File: config.mk
export PLATFORM = sky130hd
export DESIGN_NAME = cache_hier_ctrl
export DESIGN_NICKNAME = d
export VERILOG_FILES = /design/src/rtl/cache_pkg.sv /design/src/rtl/cache_stat_cnt.sv /design/src/rtl/cache_hier_ctrl.sv
export SDC_FILE = /design/constraint.sdc
export NUM_CORES = 1
export LEC_CHECK = 0
export CELL_PAD_IN_SITES_DETAIL_PLACEMENT = 1
export CELL_PAD_IN_SITES_GLOBAL_PLACEMENT = 2
export CORE_MARGIN = 3
export CORE_UTILIZATION = 35
export CTS_BUF_LIST = sky130_fd_sc_hd__clkbuf_16
export DETAILED_ROUTE_END_ITERATION = 16
export GPL_ROUTABILITY_DRIVEN = 0
export GPL_TIMING_DRIVEN = 0
export MAX_ROUTING_LAYER = met4
export PLACE_DENSITY = 0.88
export SYNTH_ARGS = -nofsm -noshare
export SYNTH_HDL_FRONTEND = slang
export SYNTH_HIERARCHICAL = 1
export SYNTH_SLANG_ARGS = --single-unit
File: constraint.sdc
create_clock -name clk -period 3.7 [get_ports clk]
set_input_delay 0.555 -clock clk [delete_from_list [all_inputs] [get_ports clk]]
set_output_delay 0.555 -clock clk [all_outputs]
set_load 0.02 [all_outputs]
File: src/rtl/cache_pkg.sv
// Shared state encoding, classification codes and strobe decode for the L1/L2/memory sequencer.
package cache_pkg;

  localparam int DEF_ADDR_W = 11;
  localparam int DEF_CNT_W  = 16;

  typedef enum logic [3:0] {
    ST_IDLE,
    ST_L1_REQ,
    ST_L1_CHK,
    ST_L2_REQ,
    ST_L2_CHK,
    ST_MEM,
    ST_FILL_L2,
    ST_FILL_L1,
    ST_RESP
  } state_e;

  // One-hot response classification: bit0 L1 hit, bit1 L2 hit, bit2 miss.
  localparam logic [2:0] CLS_NONE = 3'b000;
  localparam logic [2:0] CLS_L1   = 3'b001;
  localparam logic [2:0] CLS_L2   = 3'b010;
  localparam logic [2:0] CLS_MISS = 3'b100;

  typedef struct packed {
    logic req_ready;
    logic resp_valid;
    logic l1_lookup;
    logic l2_lookup;
    logic l1_fill;
    logic l2_fill;
    logic mem_req;
  } ctl_t;

  function automatic ctl_t ctl_decode(state_e s);
    ctl_t c;
    c = '0;
    case (s)
      ST_IDLE:    c.req_ready  = 1'b1;
      ST_L1_REQ:  c.l1_lookup  = 1'b1;
      ST_L2_REQ:  c.l2_lookup  = 1'b1;
      ST_MEM:     c.mem_req    = 1'b1;
      ST_FILL_L2: c.l2_fill    = 1'b1;
      ST_FILL_L1: c.l1_fill    = 1'b1;
      ST_RESP:    c.resp_valid = 1'b1;
      default:    c = '0;
    endcase
    return c;
  endfunction

endpackage

File: src/rtl/cache_stat_cnt.sv
// Saturating event counter: one cycle from inc to updated count, holds at all-ones.
module cache_stat_cnt #(
  parameter int W = 16
) (
  input  logic         clk,
  input  logic         rst_n,
  input  logic         inc,
  output logic [W-1:0] cnt
);

  logic [W-1:0] cnt_q, cnt_d;

  always_comb begin
    cnt_d = cnt_q;
    if (inc && (cnt_q != {W{1'b1}})) begin
      cnt_d = cnt_q + W'(1);
    end
  end

  always_ff @(posedge clk or negedge rst_n) begin
    if (!rst_n) begin
      cnt_q <= '0;
    end else begin
      cnt_q <= cnt_d;
    end
  end

  assign cnt = cnt_q;

endmodule

File: src/rtl/cache_hier_ctrl.sv
// Sequences L1 probe, L2 probe, memory fetch and fills for one request at a time.
// Response 3 / 6 / 7+N edges after accept; req_ready low and response held until resp_ready.
module cache_hier_ctrl
  import cache_pkg::*;
#(
  parameter int ADDR_W = DEF_ADDR_W,
  parameter int CNT_W  = DEF_CNT_W
) (
  input  logic              clk,
  input  logic              rst_n,
  input  logic              req_valid,
  input  logic [ADDR_W-1:0] req_addr,
  output logic              req_ready,
  output logic              resp_valid,
  input  logic              resp_ready,
  output logic              resp_l1_hit,
  output logic              resp_l2_hit,
  output logic              resp_miss,
  output logic              l1_lookup,
  input  logic              l1_hit,
  output logic              l2_lookup,
  input  logic              l2_hit,
  output logic              l1_fill,
  output logic              l2_fill,
  output logic [ADDR_W-1:0] cache_addr,
  output logic              mem_req,
  input  logic              mem_ack,
  output logic [CNT_W-1:0]  l1_hit_cnt,
  output logic [CNT_W-1:0]  l2_hit_cnt,
  output logic [CNT_W-1:0]  miss_cnt
);

  state_e            state_q, state_d;
  ctl_t              ctl_q, ctl_d;
  logic [ADDR_W-1:0] addr_q, addr_d;
  logic [2:0]        cls_q, cls_d;
  logic              resp_fire;

  always_comb begin
    state_d = state_q;
    addr_d  = addr_q;
    cls_d   = cls_q;
    case (state_q)
      ST_IDLE: begin
        if (req_valid) begin
          addr_d  = req_addr;
          state_d = ST_L1_REQ;
        end
      end
      ST_L1_REQ: state_d = ST_L1_CHK;
      ST_L1_CHK: begin
        if (l1_hit) begin
          cls_d   = CLS_L1;
          state_d = ST_RESP;
        end else begin
          state_d = ST_L2_REQ;
        end
      end
      ST_L2_REQ: state_d = ST_L2_CHK;
      ST_L2_CHK: begin
        // An L2 hit skips the L2 fill and only promotes the line into L1.
        if (l2_hit) begin
          cls_d   = CLS_L2;
          state_d = ST_FILL_L1;
        end else begin
          cls_d   = CLS_MISS;
          state_d = ST_MEM;
        end
      end
      ST_MEM: begin
        if (mem_ack) begin
          state_d = ST_FILL_L2;
        end
      end
      ST_FILL_L2: state_d = ST_FILL_L1;
      ST_FILL_L1: state_d = ST_RESP;
      ST_RESP: begin
        if (resp_ready) begin
          cls_d   = CLS_NONE;
          state_d = ST_IDLE;
        end
      end
      default: state_d = ST_IDLE;
    endcase
  end

  // Strobes are registered decodes of the next state, so they are glitch-free Moore outputs.
  assign ctl_d = ctl_decode(state_d);

  always_ff @(posedge clk or negedge rst_n) begin
    if (!rst_n) begin
      state_q <= ST_IDLE;
      ctl_q   <= ctl_decode(ST_IDLE);
      addr_q  <= '0;
      cls_q   <= CLS_NONE;
    end else begin
      state_q <= state_d;
      ctl_q   <= ctl_d;
      addr_q  <= addr_d;
      cls_q   <= cls_d;
    end
  end

  assign req_ready   = ctl_q.req_ready;
  assign resp_valid  = ctl_q.resp_valid;
  assign l1_lookup   = ctl_q.l1_lookup;
  assign l2_lookup   = ctl_q.l2_lookup;
  assign l1_fill     = ctl_q.l1_fill;
  assign l2_fill     = ctl_q.l2_fill;
  assign mem_req     = ctl_q.mem_req;
  assign cache_addr  = addr_q;
  assign resp_l1_hit = cls_q[0];
  assign resp_l2_hit = cls_q[1];
  assign resp_miss   = cls_q[2];

  assign resp_fire = (state_q == ST_RESP) && resp_ready;

  cache_stat_cnt #(.W(CNT_W)) u_l1_cnt (
    .clk   (clk),
    .rst_n (rst_n),
    .inc   (resp_fire && (cls_q == CLS_L1)),
    .cnt   (l1_hit_cnt)
  );

  cache_stat_cnt #(.W(CNT_W)) u_l2_cnt (
    .clk   (clk),
    .rst_n (rst_n),
    .inc   (resp_fire && (cls_q == CLS_L2)),
    .cnt   (l2_hit_cnt)
  );

  cache_stat_cnt #(.W(CNT_W)) u_miss_cnt (
    .clk   (clk),
    .rst_n (rst_n),
    .inc   (resp_fire && (cls_q == CLS_MISS)),
    .cnt   (miss_cnt)
  );

endmodule

# Word level (Yosys, flattened, before mapping)
# Cells that the tools add are included.
dict set report op_classes {
  n_reduce_logical 12
  n_addsub 3
  mux 17
  eq_ne 22
}
# op count
set ops {}
lappend ops {{$add 16x1->16 const B} 3}
lappend ops {{$ne 16x16->1 const B} 3}
lappend ops {{$pmux 4 s9} 1}
lappend ops {{$eq 4x3->1 const B} 7}
lappend ops {{$mux 4} 4}
lappend ops {{$eq 4x2->1 const B} 3}
lappend ops {{$mux 3} 3}
lappend ops {{$pmux 3 s3} 1}
lappend ops {{$eq 4x1->1 const B} 2}
lappend ops {{$eq 4x4->1 const B} 2}
lappend ops {{$logic_not 4->1} 2}
lappend ops {{$logic_and 1x1->1} 7}
lappend ops {{$mux 1} 7}
lappend ops {{$ne 2x2->1 const B} 2}
lappend ops {{$eq 3x1->1 const B} 1}
lappend ops {{$eq 3x2->1 const B} 1}
lappend ops {{$eq 3x3->1 const B} 1}
lappend ops {{$reduce_and 3->1} 1}
lappend ops {{$reduce_bool 3->1} 1}
lappend ops {{$mux 2} 1}
lappend ops {{$reduce_and 2->1} 1}
dict set report word_totals {
  elab_cells 67
  register_bits 73
  inputBits 18
}

# Logic depth before layout (Yosys ltp)
# Gate-level depths: netlist (run 1).
dict set report logic_depth {
  depth_word 4
  ltp_mapped 8
}

# Cells and area by module
# The synthesis (run 1) kept the hierarchy.
# mod cells_per_inst area_each_um2 seq_area_each_um2 instances
set by_module_without_submodules {}
lappend by_module_without_submodules {cache_stat_cnt 72 859.6 400.4 3}
lappend by_module_without_submodules {cache_hier_ctrl 93 1124.8 626.9 1}

# Worst setup path after synthesis (run 1)
# No wires, ideal clock.
dict set report synth_path {
  path_kind {register to register}
  from {reg state_q[2]}
  to {reg u_l2_cnt.cnt_q[14], in the netlist u_l2_cnt/cnt[14]}
  setup_slack_ps 1378
  stages_incl_launch_ff 9
  synth_period_minus_slack_ps 2322
  setup_ps 132
  required_time_ps 3568
  arrival_ps 2190
  cell_sequence {dfrtp_1 clkbuf_1 nor2b_1 nand3_1 nor4_1 nand2_1 nor4_4 nand4_1 xnor2_1}
}
dict set report synth_between {
  elab_chain_cells 4
}
# element line_no
set synth_rtl {}
lappend synth_rtl {{start: declaration} cache_hier_ctrl.sv:33} ;# state_e state_q, state_d;
lappend synth_rtl {{start signal: assignment} cache_hier_ctrl.sv:97} ;# state_q <= state_d;
lappend synth_rtl {{$eq 4x4->1} cache_hier_ctrl.sv:116} ;# assign resp_fire = (state_q == ST_RESP) && resp_ready;
lappend synth_rtl {{$logic_and 1x1->1} cache_hier_ctrl.sv:116}
lappend synth_rtl {{$logic_and 1x1->1} cache_hier_ctrl.sv:128} ;# .inc (resp_fire && (cls_q == CLS_L2)),
lappend synth_rtl {{$logic_and 1x1->1} cache_stat_cnt.sv:15} ;# if (inc && (cnt_q != {W{1'b1}})) begin
lappend synth_rtl {{end signal: assignment} cache_stat_cnt.sv:24} ;# cnt_q <= cnt_d;
lappend synth_rtl {{end: declaration} cache_stat_cnt.sv:11} ;# logic [W-1:0] cnt_q, cnt_d;
# No other way between the ends.
# A chain may end at the register's enable or synchronous reset.

# Worst setup path in the final report (run 1)
# Same ends and word-level chain as after synthesis.

==> results of run 1 <==
==> flip-flops by register name, summed over array words and instances, names as in the netlist, 3 cells and up <==
name / flops
u_l2_cnt/cnt: 16
u_l1_cnt/cnt: 16
cls_q: 3
u_miss_cnt/cnt: 16
state_q: 4
cache_addr: 11
==> critical path, cell delays in order (launching register included) <==
cell and delay, ps:
sky130_fd_sc_hd__dfrtp_1 370, sky130_fd_sc_hd__clkbuf_1 220, sky130_fd_sc_hd__nor2b_1 230, sky130_fd_sc_hd__nand3_1 180, sky130_fd_sc_hd__nor4_1 890, sky130_fd_sc_hd__nand2_1 390
sky130_fd_sc_hd__nor4_4 280, sky130_fd_sc_hd__nand4_1 170, sky130_fd_sc_hd__xnor2_1 160
==> cell families after synthesis <==
| logic type | share of synthesized area |
|---|---|
| buffers and inverters | 0.0155 |
| AOI/OAI and AO/OA | 0.117 |
| muxes | 0.0517 |
| xor gates and xnor gates | 0.0520 |
| DFF | 0.494 |
| adders and majority gates | 0.0101 |
| and+or+nand+nor | 0.260 |
==> area by class of cell <==
| cell class | instances | area (sq um) | share of cell area |
|---|---|---|---|
| well taps | 133 | 166 | 0.0330 |
| multi-input cells | 225 | 1820 | 0.361 |
| clock inverters | 7 | 62.6 | 0.0124 |
| repair buffers | 87 | 878 | 0.174 |
| flip-flops and latches | 73 | 1830 | 0.363 |
| clock buffers | 9 | 225 | 0.0447 |
| plain buffers | 5 | 35.0 | 0.00696 |
| inverters | 6 | 22.5 | 0.00447 |
==> through the flow <==
stage          setup slack (ps)  TNS (ps)
2_1_floorplan              1380         0
3_3_place_gp               -554    -39480
3_5_place_dp                385         0
4_1_cts                     619         0
5_1_grt                     360         0
6_report                    675         0
==> worst max path at each step <==
stage / end / slack [ps] / cells after the start
2_1_floorplan: u_l2_cnt/cnt[14]$_DFFE_PN0P_ / 1380 / 8
3_3_place_gp: u_l2_cnt/cnt[9]$_DFFE_PN0P_ / -550 / 1
3_5_place_dp: u_l2_cnt/cnt[14]$_DFFE_PN0P_ / 380 / 7
4_1_cts: u_l2_cnt/cnt[14]$_DFFE_PN0P_ / 620 / 8
5_1_grt: u_l2_cnt/cnt[14]$_DFFE_PN0P_ / 360 / 8
6_report: u_l2_cnt/cnt[14]$_DFFE_PN0P_ / 680 / 8
==> cell usage in the layout (no fill, tap or decap), types with 4 or more instances in the layout <==
master                             n
sky130_fd_sc_hd__a21oi_1          13
sky130_fd_sc_hd__a31oi_1           9
sky130_fd_sc_hd__and3_1            6
sky130_fd_sc_hd__clkbuf_16         9
sky130_fd_sc_hd__clkdlybuf4s50_1  85
sky130_fd_sc_hd__dfrtp_1          72
sky130_fd_sc_hd__inv_1             7
sky130_fd_sc_hd__mux2_4            9
sky130_fd_sc_hd__nand2_1          18
sky130_fd_sc_hd__nand2b_1          4
sky130_fd_sc_hd__nand3_1          17
sky130_fd_sc_hd__nand4_1          24
sky130_fd_sc_hd__nor2_1            8
sky130_fd_sc_hd__nor4_1            5
sky130_fd_sc_hd__nor4_4            6
sky130_fd_sc_hd__o21a_1           15
sky130_fd_sc_hd__o21ai_0           7
sky130_fd_sc_hd__xnor2_1          15
sky130_fd_sc_hd__xor2_1            7
==> power by group through the flow <==
stage / logic, mW / clock network [mW] / registers [mW]
final: 0.861 / 0.851 / 1.02
after global placement: 0.849 / 0 / 1.03
after CTS: 0.873 / 0.879 / 1.03
after global routing: 0.924 / 0.914 / 1.04
after floorplan: 0.374 / 0 / 1.16
after detailed placement: 0.868 / 0 / 1.04
==> routing by layer <==
| metal | vias to the layer above | global-route usage | share of wire |
|---|---|---|---|
| li1 | 1385 | - | - |
| met1 | 1448 | 0.234 | 0.48 |
| met2 | 46 | 0.280 | 0.48 |
| met3 | 11 | 0.0219 | 0.019 |
| met4 | 0 | 0.0649 | 0.017 |
| met5 | - | - | 0 |
==> Implementation_results.wiki, run 1 <==
{| class="wikitable"
! Metric !! Value
|-
| Outcome || completed
|-
| Number of gates resized after CTS || 0
|-
| I/O Pins || 87
|-
| Destination of the worst register-to-register timing path || u_l2_cnt/cnt[14]$_DFFE_PN0P_
|-
| Highest achievable clock rate || 0.331 GHz
|-
| Number of DRC markers in iteration 0 || 75
|-
| Core area || 10,000 sq um
|-
| Worst Hold Slack || 178 ps
|-
| Number of endpoints with negative hold slack in the final report || 0
|-
| H-tree levels || 3
|-
| Count of input and output buffers || 86
|-
| Wire length after detailed routing || 9.39 mm
|-
| Startpoint of the most critical register-to-register path || state_q[2]$_DFF_PN0_
|-
| Area Growth Syn to Fin || 36.0%
|-
| Placed cell count || 529
|-
| Reg2Reg Depth || 8
|-
| Synthesized area || 3700 sq um
|-
| Post-CTS setup-driven buffer insertion count || 0
|-
| Worst-skew pair later-pin latency || 330 ps
|-
| Vias per inst || 5.30
|-
| Time the final worst path needs with I/O delays and setup || 3020 ps
|-
| Flip-flop and latch count after synthesis || 73
|-
| Endpoints failing setup || 0
|-
| Initial core utilization || 0.369
|-
| Primary flip-flop cell chosen by synthesis mapping || sky130_fd_sc_hd__dfrtp_1
|-
| Clock share of power || 0.311
|-
| Number of antenna violations at the first check in global routing || 0
|-
| Synth async-reset ratio || 1.00
|-
| Ratio of total power to cell area || 543 nW/um^2
|-
| Sequential share of the synthesized area || 0.494
|-
| Number of global-route vias before repair || 3,092
|-
| Number of synthesized flops with an enable pin || 0
|-
| Setup slack of the most critical reg-to-reg path || 680 ps
|-
| Largest fanout on the critical path || 10
|-
| Vertical die dimension || 109 um
|-
| Synthesized instance count || 309
|-
| Required time of the critical path || 3910 ps
|-
| Post-Route Skew || 8.32 ps
|-
| Cts hold-fix bufs || 0
|-
| Buffer cell driving the clock tree root || sky130_fd_sc_hd__clkbuf_16
|-
| Part of the total power dissipated in sequential elements || 0.374
|-
| Net total in the final layout || 428
|-
| Most numerous cell in the Yosys netlist || sky130_fd_sc_hd__dfrtp_1
|-
| Cell area after layout || 5040 sq um
|-
| Post-synthesis average cell area || 12.0 sq um
|-
| First-pass GRT wire length || 16.1 mm
|-
| Headroom to the max-slew limit || 0.234
|-
| Slew of the pin with the lowest slew margin || 1140 ps
|-
| Path class of the lowest-slack min-delay path || input pin to async pin
|-
| Via Count || 2,890
|-
| Int Pwr || 1.88 mW
|-
| Width of the die || 109 um
|-
| Non-filler cells, final || 545
|-
| Sw Share || 0.313
|-
| Share of layout cells above drive strength 1 || 0.155
|-
| Lkg Pwr || 2.19 nW
|-
| Synth cell count leaders || sky130_fd_sc_hd__dfrtp_1, sky130_fd_sc_hd__nand4_1, sky130_fd_sc_hd__nand2_1
|-
| Worst ir drop on vdd || 300 uV
|-
| Clock-pin slew reported for the worst setup and hold paths after clock tree synthesis || 60 ps
|-
| Number of filler instances in the final layout || 1,074
|-
| Number of buffers created by CTS || 9
|-
| RSZ-0062 raised after global routing || false
|-
| Largest net degree at the start of global routing || 40
|-
| End-of-flow core utilization || 0.501
|-
| Total number of placement rows || 36
|-
| Critical Path Start Type || register
|-
| Overall die area || 11,900 sq um
|-
| Largest cells by area after synthesis || sky130_fd_sc_hd__dfrtp_1, sky130_fd_sc_hd__nand4_1, sky130_fd_sc_hd__mux2_4, sky130_fd_sc_hd__xnor2_1, sky130_fd_sc_hd__nor4_4
|-
| Sink count of the clock tree || 73
|-
| Type of destination of the critical path || register
|-
| Final cycle utilization of the critical path || 0.818
|-
| Cell taking the most area after synthesis || sky130_fd_sc_hd__dfrtp_1
|-
| Total number of yosys warnings || 6
|-
| Half-perimeter wire length after placement || 6.80 mm
|-
| Logic gate share of total power || 0.315
|-
| TritonCTS clock tree || built
|-
| Number of pins exceeding their max-slew limit in the final report || 0
|-
| Number of buffers on the longest clock path || 2
|-
| Global route overflow || 0
|-
| Remaining antenna violation count after routing || 0
|-
| Diode insertion count for antenna repair || 0
|-
| Number of nets in the synthesized netlist || 330
|-
| Number of different library cells in the post-synthesis netlist || 49
|-
| DRC errors left || 0
|-
| Kind of critical path || register to register
|-
| Number of maximum-capacitance constraint violations || 0
|-
| Critical Path AT || 3230 ps
|-
| Total power draw || 2.74 mW
|-
| Top cell type's share of synthesized area || 0.486
|-
| Iteration count of the initial detailed-routing pass || 4
|-
| Worst setup path start || state_q[2]$_DFF_PN0_
|-
| Net load switching power || 856 uW
|-
| Total track usage || 0.177
|-
| Routed wirelength normalized by instance count || 17.2 um
|-
| Area after DPL || 4750 sq um
|}
No activity file was read; power rests on OpenSTA's default activity.
==> run 2: changes to the inputs <==
--- a/config.mk
+++ b/config.mk
@@ -8,13 +8,13 @@
 export CELL_PAD_IN_SITES_DETAIL_PLACEMENT = 1
 export CELL_PAD_IN_SITES_GLOBAL_PLACEMENT = 2
 export CORE_MARGIN = 3
-export CORE_UTILIZATION = 35
+export CORE_UTILIZATION = 29
 export CTS_BUF_LIST = sky130_fd_sc_hd__clkbuf_16
 export DETAILED_ROUTE_END_ITERATION = 16
 export GPL_ROUTABILITY_DRIVEN = 0
 export GPL_TIMING_DRIVEN = 0
 export MAX_ROUTING_LAYER = met4
-export PLACE_DENSITY = 0.88
+export PLACE_DENSITY = 0.78
 export SYNTH_ARGS = -nofsm -noshare
 export SYNTH_HDL_FRONTEND = slang
 export SYNTH_HIERARCHICAL = 1
==> constraint.sdc (replaced) <==
create_clock -name clk -period 2.7 [get_ports clk]
set_input_delay 0.405 -clock clk [delete_from_list [all_inputs] [get_ports clk]]
set_output_delay 0.405 -clock clk [all_outputs]
set_load 0.02 [all_outputs]
==> run 2 against run 1 <==
Effect of this change:
- final area up 0.77%
- maximum frequency up 15%
- via count up 0.10%
- critical path depth unchanged
- sequential cell count unchanged
- worst hold slack worse by 160 ps
- count of clock-buffer cells in the layout unchanged
- sequential share of layout area down 0.28 points
- routed wire length up 4.2%
- critical path type unchanged
- largest cell class is now multi-input gates
==> Implementation_results.wiki, run 2 (synthesis gave the netlist of run 1 again) <==
{| class="wikitable"
! Metric !! Value
|-
| Headroom to the max-slew limit || 0.558 (+0.324)
|-
| Number of maximum-capacitance constraint violations || 0 (unchanged)
|-
| Kind of critical path || register to register
|-
| Final cycle utilization of the critical path || 0.974 (+0.156)
|-
| Vertical die dimension || 119 um (+9.3%)
|-
| Cell type group with the largest total delay on the critical path || simple AND/OR/NAND/NOR gates
|-
| Worst ir drop on vdd || 455 uV (+52%)
|-
| Number of global-route vias before repair || 3,103 (+0.36%)
|-
| Post-Route Skew || 8.74 ps (+0.416 ps)
|-
| First-pass GRT wire length || 16.5 mm (+3.0%)
|-
| Wire length after detailed routing || 9.79 mm (+4.2%)
|-
| Width of the die || 119 um (+9.3%)
|-
| Global route overflow || 0 (unchanged)
|-
| Largest net degree at the start of global routing || 42 (+5.0%)
|-
| Iteration count of the initial detailed-routing pass || 4 (unchanged)
|-
| Ratio of total power to cell area || 724 nW/um^2 (+33%)
|-
| Remaining antenna violation count after routing || 0 (unchanged)
|-
| Area Growth Syn to Fin || 37.0%
|-
| Vias per inst || 4.99 (-5.9%)
|-
| H-tree levels || 3 (unchanged)
|-
| Share of layout cells above drive strength 1 || 0.160 (+0.00485)
|-
| Commonest non-fill, non-tap cell in the layout || sky130_fd_sc_hd__clkdlybuf4s50_1
|-
| Type of destination of the critical path || register
|-
| Total power draw || 3.68 mW (+34%)
|-
| Largest fanout on the critical path || 10 (unchanged)
|-
| Total track usage || 0.150 (-0.0265)
|-
| Slew of the pin with the lowest slew margin || 658 ps (-480 ps)
|-
| Total number of placement rows || 40 (+11%)
|-
| Buffer cell driving the clock tree root || sky130_fd_sc_hd__clkbuf_16
|-
| Sink count of the clock tree || 73 (unchanged)
|-
| Via Count || 2,893 (+0.10%)
|-
| RSZ-0062 raised after global routing || true
|-
| I/O Pins || 87 (unchanged)
|-
| Number of pins exceeding their max-slew limit in the final report || 0 (unchanged)
|-
| Number of antenna violations at the first check in global routing || 0 (unchanged)
|-
| Number of DRC markers in iteration 0 || 202 (+170%)
|-
| TritonCTS clock tree || built
|-
| Slowest stage cell on the critical path || sky130_fd_sc_hd__nor4_2
|-
| Core area || 12,300 sq um (+22%)
|-
| Half-perimeter wire length after placement || 7.07 mm (+3.9%)
|-
| Number of buffers on the longest clock path || 2 (unchanged)
|-
| Setup Slack @ Placement || -453 ps (-837 ps)
|-
| Number of filler instances in the final layout || 1,327 (+24%)
|-
| Critical Path Start Type || register
|-
| Outcome || completed
|-
| Number of endpoints with negative hold slack in the final report || 0 (unchanged)
|-
| Count of input and output buffers || 86 (unchanged)
|-
| Required time of the critical path || 2930 ps (-980 ps)
|-
| End-of-flow core utilization || 0.414 (-0.0875)
|-
| Highest achievable clock rate || 0.380 GHz (+15%)
|-
| Number of buffers created by CTS || 9 (unchanged)
|-
| Most frequent cells in the layout || sky130_fd_sc_hd__clkdlybuf4s50_1, sky130_fd_sc_hd__dfrtp_1, sky130_fd_sc_hd__nand4_1
|-
| Clock-pin slew reported for the worst setup and hold paths after clock tree synthesis || 60 ps (about the same)
|-
| Critical Path AT || 2850 ps (-380 ps)
|-
| Endpoints failing setup || 0 (unchanged)
|-
| Initial core utilization || 0.302 (-0.0667)
|-
| CP peak stage delay || 560 ps (-330 ps)
|-
| Cell Chain, Critical Path || clkbuf_1, nor2b_1, nand3_1, nor4_2, nand2_1, nor3_2, nand4_1, xnor2_1
|-
| Time the final worst path needs with I/O delays and setup || 2630 ps (-396 ps)
|-
| Setup WS post-layout || 71.2 ps (-604 ps)
|-
| Net total in the final layout || 428 (unchanged)
|-
| Diode insertion count for antenna repair || 0 (unchanged)
|-
| Routed wirelength normalized by instance count || 16.9 um (-2.1%)
|-
| Worst-skew pair later-pin latency || 350 ps (+20 ps)
|-
| Sum of buffers and inverters on the critical path || 1 (unchanged)
|-
| Overall die area || 14,200 sq um (+20%)
|-
| Path class of the lowest-slack min-delay path || input pin to async pin
|-
| Lkg Pwr || 2.18 nW (-0.16%)
|-
| DRC errors left || 0 (unchanged)
|}
[run 2: area by class of cell]
class / instances / area [sq um] / share of cell area
buffer: 5 / 35.0 / 0.00690
clock buffer: 9 / 225 / 0.0444
clock inverter: 7 / 30.0 / 0.00592
inverter: 6 / 22.5 / 0.00444
multi-input combinational: 225 / 1850 / 0.364
sequential: 73 / 1830 / 0.360
tap: 168 / 210 / 0.0414
timing repair buffer: 87 / 878 / 0.173
[run 2: power by group]
part           internal, mW  switching (mW)  total (mW)
logic                 0.588           0.599        1.19
registers              1.28           0.132        1.42
clock network         0.604           0.470        1.07
total                  2.47            1.20        3.68
[run 2: repair_timing]
item,4_1_cts,5_1_grt
resized for setup,3,1
hold buffers,0,0
pin swaps,0,0
buffers inserted,0,0
setup endpoints to repair,39,27
[run 2: final timing paths]
kind | start | endpoint | slack, ps | depth (start not counted)
max reg2reg | state_q[2]$_DFF_PN0_ | u_l2_cnt/cnt[10]$_DFFE_PN0P_ | 70 | 8
max in group asynchronous | rst_n | req_ready$_DFF_PN1_ | 2060 | 2
max | state_q[2]$_DFF_PN0_ | u_l2_cnt/cnt[10]$_DFFE_PN0P_ | 70 | 8
min in group clk | cache_addr[1]$_DFFE_PN0P_ | cache_addr[1]$_DFFE_PN0P_ | 510 | 1
min reg2reg | cache_addr[1]$_DFFE_PN0P_ | cache_addr[1]$_DFFE_PN0P_ | 510 | 1
min | rst_n | u_l1_cnt/cnt[11]$_DFFE_PN0P_ | 20 | 1
[run 2: layer usage]
metal	vias up	GRT usage	routed length, um
li1	1383	-	-
met5	-	-	0
met3	13	0.0280	279
met1	1446	0.190	4580
met2	51	0.233	4710
met4	0	0.0717	218
[run 2: stage by stage]
| step | instance area, sq um | std cells | TNS [ps] | hold WS, ps |
|---|---|---|---|---|
| final | 5070 | 580 | 0 | 15.7 |
| after global routing | 5070 | 580 | -1860 | 47.0 |
| after CTS | 5070 | 580 | 0 | 26.1 |
| after detailed placement | 4790 | 564 | -10480 | 400 |
| after global placement | 4770 | 563 | -119330 | 493 |
| after floorplan | 3700 | 309 | 0 | 109 |
